$ cat src/rtl/seq_mult_pkg.sv
// Shared types for the iterative shift-and-add multiplier.
package seq_mult_pkg;

   typedef enum logic [1:0] {
      IDLE = 2'd0,
      CALC = 2'd1,
      DONE = 2'd2
   } state_t;

endpackage

$ cat src/rtl/mult_sign_cond.sv
// Conditional absolute value: negates the operand when signed mode is on and its MSB is set.
module mult_sign_cond #(
   parameter int WIDTH = 8
) (
   input  logic [WIDTH-1:0] val_i,
   input  logic             en_i,
   output logic [WIDTH-1:0] mag_o,
   output logic             sign_o
);

   // -(-2^(WIDTH-1)) wraps back to 2^(WIDTH-1), which is the correct unsigned magnitude
   assign sign_o = en_i & val_i[WIDTH-1];
   assign mag_o  = sign_o ? -val_i : val_i;

endmodule

$ cat src/rtl/seq_mult.sv
// Radix-2 shift-and-add multiplier with valid/ready on both sides.
// Optional SEQ_MULT_EARLY_TERM_EN: finish CALC once the remaining multiplier bits are all zero.
//
// state | meaning
// IDLE  | in_ready=1, waiting for operands
// CALC  | one add/shift step per cycle on magnitudes
// DONE  | product valid, held until out_ready
module seq_mult
   import seq_mult_pkg::*;
#(
   parameter int WIDTH = 8
) (
   input  logic                 clk,
   input  logic                 rst_n,
   input  logic                 in_valid,
   output logic                 in_ready,
   input  logic [WIDTH-1:0]     a,
   input  logic [WIDTH-1:0]     b,
   input  logic                 is_signed,
   output logic                 out_valid,
   input  logic                 out_ready,
   output logic [2*WIDTH-1:0]   product,
   output logic                 busy
);

   localparam int PW    = 2 * WIDTH;
   localparam int CNT_W = $clog2(WIDTH);
   localparam logic [CNT_W-1:0] LAST_CNT = CNT_W'(WIDTH - 1);

   state_t           state_q, state_d;
   logic [PW-1:0]    mcand_q, mcand_d;
   logic [PW-1:0]    acc_q, acc_d, acc_next;
   logic [PW-1:0]    product_q, product_d;
   logic [WIDTH-1:0] mplier_q, mplier_d, mplier_next;
   logic [CNT_W-1:0] cnt_q, cnt_d;
   logic             neg_q, neg_d;
   logic [WIDTH-1:0] mag_a, mag_b;
   logic             sign_a, sign_b;
   logic             accept, last_step;

   mult_sign_cond #(.WIDTH(WIDTH)) u_abs_a (
      .val_i  (a),
      .en_i   (is_signed),
      .mag_o  (mag_a),
      .sign_o (sign_a)
   );

   mult_sign_cond #(.WIDTH(WIDTH)) u_abs_b (
      .val_i  (b),
      .en_i   (is_signed),
      .mag_o  (mag_b),
      .sign_o (sign_b)
   );

   assign accept      = in_valid & in_ready;
   assign acc_next    = acc_q + (mplier_q[0] ? mcand_q : '0);
   assign mplier_next = mplier_q >> 1;

`ifdef SEQ_MULT_EARLY_TERM_EN
   assign last_step = (cnt_q == LAST_CNT) || (mplier_next == '0);
`else
   assign last_step = (cnt_q == LAST_CNT);
`endif

   always_ff @(posedge clk or negedge rst_n) begin
      if (!rst_n) begin
         state_q <= IDLE;
      end else begin
         state_q <= state_d;
      end
   end

   always_comb begin
      state_d = state_q;
      case (state_q)
         IDLE:    if (accept)    state_d = CALC;
         CALC:    if (last_step) state_d = DONE;
         DONE:    if (out_ready) state_d = IDLE;
         default:                state_d = IDLE;
      endcase
   end

   always_comb begin
      in_ready  = (state_q == IDLE);
      out_valid = (state_q == DONE);
      busy      = (state_q != IDLE);
   end

   always_comb begin
      mcand_d   = mcand_q;
      mplier_d  = mplier_q;
      acc_d     = acc_q;
      cnt_d     = cnt_q;
      neg_d     = neg_q;
      product_d = product_q;
      if (accept) begin
         mcand_d  = {{WIDTH{1'b0}}, mag_a};
         mplier_d = mag_b;
         acc_d    = '0;
         cnt_d    = '0;
         neg_d    = sign_a ^ sign_b;
      end else if (state_q == CALC) begin
         acc_d    = acc_next;
         mcand_d  = mcand_q << 1;
         mplier_d = mplier_next;
         cnt_d    = cnt_q + CNT_W'(1);
         // product only moves here, so it stays stable through DONE and IDLE
         if (last_step) product_d = neg_q ? -acc_next : acc_next;
      end
   end

   always_ff @(posedge clk or negedge rst_n) begin
      if (!rst_n) begin
         mcand_q   <= '0;
         mplier_q  <= '0;
         acc_q     <= '0;
         cnt_q     <= '0;
         neg_q     <= 1'b0;
         product_q <= '0;
      end else begin
         mcand_q   <= mcand_d;
         mplier_q  <= mplier_d;
         acc_q     <= acc_d;
         cnt_q     <= cnt_d;
         neg_q     <= neg_d;
         product_q <= product_d;
      end
   end

   assign product = product_q;

endmodule
$ cat config.mk
export PLATFORM = sky130hd
export DESIGN_NAME = seq_mult
export DESIGN_NICKNAME = d
export VERILOG_FILES = /design/src/rtl/seq_mult_pkg.sv /design/src/rtl/mult_sign_cond.sv /design/src/rtl/seq_mult.sv
export SDC_FILE = /design/constraint.sdc
export NUM_CORES = 1
export LEC_CHECK = 0
export CAP_MARGIN = 20
export CORE_ASPECT_RATIO = 0.8
export CORE_UTILIZATION = 40
export DETAILED_ROUTE_END_ITERATION = 12
export SLEW_MARGIN = 20
export SYNTH_ARGS = -nofsm -noshare
export SYNTH_HDL_FRONTEND = slang
export SYNTH_HIERARCHICAL = 1
export SYNTH_SLANG_ARGS = --single-unit
$ cat constraint.sdc
create_clock -name clk -period 7.21 [get_ports clk]
set_input_delay 0.721 -clock clk [delete_from_list [all_inputs] [get_ports clk]]
set_output_delay 0.721 -clock clk [all_outputs]
set_load 0.05 [all_outputs]
==> reports/metrics.yaml, run 1 <==
grt_use_total_pct: 18.2
ios: 40
dieArea_um2: 10400
postSynth.asyncResetShare_pct: 100
grt_overflow: 0
worstSetupStartpointType: "flip-flop"
initial_core_util_pct: 41.2
netlist_instances: 462
p_leak_nw: 2.15
layout-drive-gt1-share_pct: 8.06
drc: 0
yosys_warnings: 6
synth_fa_ha_area_share_pct: 6.76
ys_ff_latch: 62
multi_input_area_um2: 2250
worst-slew-pin-transition_ns: 0.981
fill_cells: 975
cts_hold_buffers: 0
final_cell_area_um2: 4770
synth_top_family_by_area: "simple AND/OR/NAND/NOR gates"
syn_to_final_growth_pct: 19.3
rsz0062_at_grt: "no"
antenna_found_initial: 0
synth-simple-area-share_pct: 21.3
place_area_um2: 4440
cp.required_ns: 7.38
htreeDepth: 3
maxCapViolations: 0
grt_pass1_wl_um: 14900
pre_cts_ws_ns: 3.82
ys_seq_area_share_pct: 38.8
routed_wl_um: 8470
grt_max_degree: 63
dp_hpwl_um: 6190
die_y_um: 91.4
cts_tree: "yes"
synth_nets: 504
cts_buffer_depth: 2
drt_iter0_drc: 152
cts.clk_slew.worst_paths_ns: 0.05
vdd_drop_max_uv: 160
ff_latch_area_um2: 1550
report.final.setup_viol: 0
synthFlopType: "dfrtp_1"
finalHoldViolCount: 0
gp_congestion: 0.856
cts_setup_buffers: 0
max_slew_margin_pct: 34.5
syn_area_per_cell_um2: 8.65
die_x_um: 114
dr.pass1.iters: 4
io_buffer_count: 39
fmaxAchievable_ghz: 0.295
cp_cell_sequence: "and2_1, ha_1, fa_1, a211oi_2, o211ai_2, a21oi_2, nor3_1, or3b_1, o41ai_2, xnor2_1, o21ai_1"
synth_edf_count: 0
ant_nets: 0
rows: 32
powerDensity_nw_per_um2: 495
timing_worst_setup_path_type: "reg -> reg"
min_period_over_period_pct: 47.0
whs_path_depth: 2
antenna_cells: 0
cts.sinks: 62
final.min_clock_period_ns: 3.39
tns_ns: 0
synthTopCellsByArea: "dfrtp_1 39%, nand2_1 9.8%, ha_1 6.3%"
outcome: "complete, no violations"
cts_buffers: 9
hold_ws_ns: 0.471
syn_area_um2: 4000
synth_largest_area_cell: "dfrtp_1"
max_stage_delay_ns: 0.51
synth_xor_area_share_pct: 7.89
insertion_delay_ns: 0.32
setup_ws_ns: 3.82
synth-compound-area-share_pct: 19.8
yosysUniqueCellTypes: 62
cp_max_fo: 17
synth_most_common_cell: "nand2_1"
via_per_inst: 5.08
slowest_stage: "dfrtp_1"
slew_viol_final: 0
grt_pass1_vias: 3069
crit_path_end_kind: "flip-flop"
worstPathArrival_ns: 3.56
fin_skew_ns: 0.00744
ff2ff_path_depth: 11
final_net_count: 534
synth_top_cell_area_share_pct: 38.8
vias: 3211
worst_hold_path_type: "reg -> reg"
cts-root-buf: "clkbuf_16"
synthMuxAreaShare_pct: 0.501
synthTopCellsByCount: "104 x nand2_1, 62 x dfrtp_1, 48 x o21ai_0"
floorplan.core_area_um2: 9690
wl_per_cell_um: 13.4
cts_resized: 0
## area by class of cell
type	instances	area share (%)
Inverter	18	1.42
Multi-Input combinational cell	360	47.3
Clock buffer	10	5.01
Timing Repair Buffer	41	8.40
Tap cell	136	3.57
Clock inverter	5	1.76
Sequential cell	62	32.6
## report_power, final
part / leakage, nW / total (mW) / internal (mW) / switching, mW
Sequential: 0.789 / 0.614 / 0.505 / 0.109
Combinational: 1.21 / 1.28 / 0.481 / 0.798
Clock: 0.151 / 0.464 / 0.310 / 0.154
## worst max-delay path, delay by kind of cell (launching register included)
kind,cells,cell delay (ns)
xor gates and xnor gates,1,0.15
adders and majority gates,2,0.68
DFF,1,0.51
AOI/OAI and AO/OA,5,1.19
and+or+nand+nor,3,0.71
## layout by cell type (no fill, tap or decap), types with 2 or more instances in the layout
cell type,n
nand2_1,104
dfrtp_1,62
o21ai_0,48
clkdlybuf4s50_1,38
xnor2_1,21
ha_1,20
and2_1,18
inv_1,17
xor2_1,15
nor2_1,14
a22oi_1,14
nand3_1,14
a21oi_1,14
clkbuf_16,9
nor3_1,4
o21ai_1,4
a21o_1,4
a31oi_1,4
nand2b_1,3
o211ai_1,3
a22o_1,3
a211oi_1,3
mux2i_1,2
a21oi_2,2
o211ai_2,2
a211oi_2,2
a21o_2,2
or3_1,2
nor4_1,2
nand4_1,2
o31ai_1,2
clkinvlp_4,2
bufinv_16,2
buf_4,2
nor3_2,2
nand3b_1,2
a21boi_1,2
## cells by family (layout without fill, tap and decap cells)
kind of cell             after synthesis  after routing
buffers and inverters                 40             74
XOR/XNOR                              36             36
flip-flops                            62             62
adder cells (fa/ha/maj)               21             21
AND/OR/NAND/NOR                      182            182
multiplexers                           2              2
AO/OA/AOI/OAI                        119            119
## metrics by stage
step                std cells  util (%)  power, mW
floorplan                 462         -       1.59
global placement          617      45.8       1.88
detailed placement        617      45.9       1.91
CTS                       632      49.2       2.38
global route              632      49.2       2.56
finish                    632      49.2       2.36
## routing by layer
| metal | routed length [um] | track usage, % | part of all wire (%) |
|---|---|---|---|
| met1 | 4500 | 26.4 | 53 |
| met2 | 3630 | 27.5 | 43 |
| met3 | 302 | 3.87 | 3.6 |
| met4 | 27 | 4.61 | 0.32 |
| met5 | 0 | 0 | 0 |
## state kept, by name, summed over array words and instances (netlist names)
register	flops
product	16
cnt_q	3
mcand_q	16
neg_q	1
mplier_q	8
state_q	2
acc_q	16
## final timing paths
kind                             start  slack [ns]     endpoint
min in group asynchronous        rst_n        0.56   product[2]
setup reg to reg           mplier_q[0]        3.82  product[15]
max in group asynchronous        rst_n        6.14    acc_q[15]
setup / recovery           mplier_q[0]        3.82  product[15]
hold / removal             product[13]        0.47  product[13]
hold reg to reg            product[13]        0.47  product[13]
Power figures use the tool's default switching activity.
==> run 2, diff against run 1 <==
==> constraint.sdc (replaced) <==
create_clock -name clk -period 3.05 [get_ports clk]
set_input_delay 0.305 -clock clk [delete_from_list [all_inputs] [get_ports clk]]
set_output_delay 0.305 -clock clk [all_outputs]
set_load 0.05 [all_outputs]
==> reports/metrics.yaml, run 2 (synthesis results as in run 1) <==
power.total_mw: 6.08  # +160%
crit-reg2reg-capture: "product[15]"
ios: 40  # unchanged
top_layer: "met4"
dieArea_um2: 10400  # unchanged
pre_cts_ws_ns: -0.0555  # -3.87 ns
hold_ws_ns: 0.143  # -0.328 ns
initial_core_util_pct: 41.2  # unchanged
critPathBufInv: 1  # +1
post-route-util_pct: 52.5  # +3.3 points
cts.clk_slew.worst_paths_ns: 0.06  # about the same
cts.sinks: 62  # unchanged
ff2ff_path_depth: 12  # +1
grt_pass1_wl_um: 15300  # +2.1%
dpl.cell_count: 637  # +3.2%
via_per_inst: 5.08  # about the same
dr.pass1.iters: 4  # unchanged
maxCapViolations: 0  # unchanged
slew_viol_final: 0  # unchanged
stdcell_count: 660  # +4.4%
dp_hpwl_um: 6300  # +1.9%
drt_iter0_drc: 107  # -30%
cts_buffer_depth: 2  # unchanged
fin_skew_ns: 0.00542  # -0.00202 ns
final_net_count: 561  # +5.1%
cp_cell_sequence: "and2_4, ha_4, fa_2, a211oi_4, o21ai_2, buf_4, xor2_1, and2b_2, nand4_1, o41ai_2, xnor2_1, o21ai_1"
slowest_stage: "o41ai_2"
vias: 3353  # +4.4%
wl_met3_um: 363  # +20%
met1_length_um: 4650  # +3.4%
routed_wl_um: 9110  # +7.6%
p_leak_nw: 2.29  # +6.7%
final_cell_mix: "104 x nand2_1, 62 x dfrtp_1, 42 x o21ai_0"
cts_buffers: 9  # unchanged
io_buffer_count: 39  # unchanged
grt_pass1_vias: 3188  # +3.9%
antenna_found_initial: 0  # unchanged
cp.required_ns: 3.23  # -4.15 ns
critical-path-top-delay-family: "compound AO/OA/AOI/OAI gates"
floorplan.core_area_um2: 9690  # unchanged
r2r_slack_ns: 0.07  # -3.75 ns
grt_max_degree: 63  # unchanged
layout-drive-gt1-share_pct: 16.0  # +8.0 points
worstPathArrival_ns: 3.15  # -0.41 ns
grt_overflow: 0  # unchanged
drc: 0  # unchanged
gp_congestion: 0.846  # -1.1%
min_period_over_period_pct: 97.7  # +51 points
worst-slew-pin-transition_ns: 0.883  # -0.0977 ns
outcome: "complete, no violations"
ant_nets: 0  # unchanged
fmaxAchievable_ghz: 0.336  # +14%
max_slew_margin_pct: 41.0  # +6.4 points
rsz0062_at_grt: "yes"
grt_use_total_pct: 18.6  # +0.41 points
die_y_um: 91.4  # unchanged
cp_max_fo: 4  # -13
antenna_cells: 0  # unchanged
wl_per_cell_um: 13.8  # +3.0%
final_common_cell: "nand2_1"
cts_hold_buffers: 0  # unchanged
dr_wl_met2_um: 3990  # +9.7%
place_area_um2: 4590  # +3.3%
insertion_delay_ns: 0.32  # about the same
setup_ws_ns: 0.0713  # -3.75 ns
crit_path_end_kind: "flip-flop"
report.final.setup_viol: 0  # unchanged
tns_ns: 0  # unchanged
vdd_drop_max_uv: 350  # +120%
rr_startpoint: "mplier_q[0]"
worst_hold_path_type: "in -> async"
cts_tree: "yes"
syn_to_final_growth_pct: 27.2
final_cell_area_um2: 5080  # +6.6%
timing_worst_setup_path_type: "reg -> reg"
worstSetupStartpointType: "flip-flop"
die_x_um: 114  # unchanged
max_stage_delay_ns: 0.41  # -0.10 ns
powerDensity_nw_per_um2: 1200  # +140%
htreeDepth: 3  # unchanged
final.min_clock_period_ns: 2.98  # -0.413 ns
cts-root-buf: "clkbuf_16"
finalHoldViolCount: 0  # unchanged
rows: 32  # unchanged
==> run 2: changes by cell type in the layout (fill, tap and decap cells not counted), moves of 3 or more <==
cell     change
o21ai_1      +5
buf_4       +27
o21ai_0      -6
ha_4         +4
ha_1         -7
ha_2         +3
==> run 2: layout make-up <==
type / count / area, um2
Fill cell: 931 / 4610
Multi-Input combinational cell: 360 / 2370
Sequential cell: 62 / 1550
Timing Repair Buffer: 68 / 603
Clock buffer: 12 / 246
Tap cell: 136 / 170
Clock inverter: 4 / 70.1
Inverter: 18 / 67.6
==> run 2: worst max-delay path by stage <==
stage	start	to	cells past startpoint
6_report	mplier_q[0]	product[15]	12
5_1_grt	mplier_q[0]	product[14]	12
4_1_cts	mplier_q[0]	product[15]	11
3_5_place_dp	mcand_q[0]	product[15]	11
3_3_place_gp	mcand_q[0]	product[15]	11
2_1_floorplan	mplier_q[0]	product[15]	11
==> run 2: power breakdown <==
part	switching [mW]	internal (mW)	leakage [nW]
Sequential	0.264	1.19	0.789
Clock	0.361	0.735	0.157
Combinational	2.04	1.49	1.34
==> run 2: routing by layer <==
metal	vias to the layer above	GRT usage (%)
met5	-	0
met4	0	6.14
met3	11	3.74
met2	77	29.0
met1	1557	25.7
li1	1708	-
==> run 2: repair_timing <==
action | 4_1_cts | 5_1_grt
setup buffers | 0 | 7
pin swaps | 2 | 17
gates resized for setup | 2 | 27
hold endpoints to repair | 0 | 0
endpoints found under the setup margin | 1 | 8
gates cloned | 0 | 0
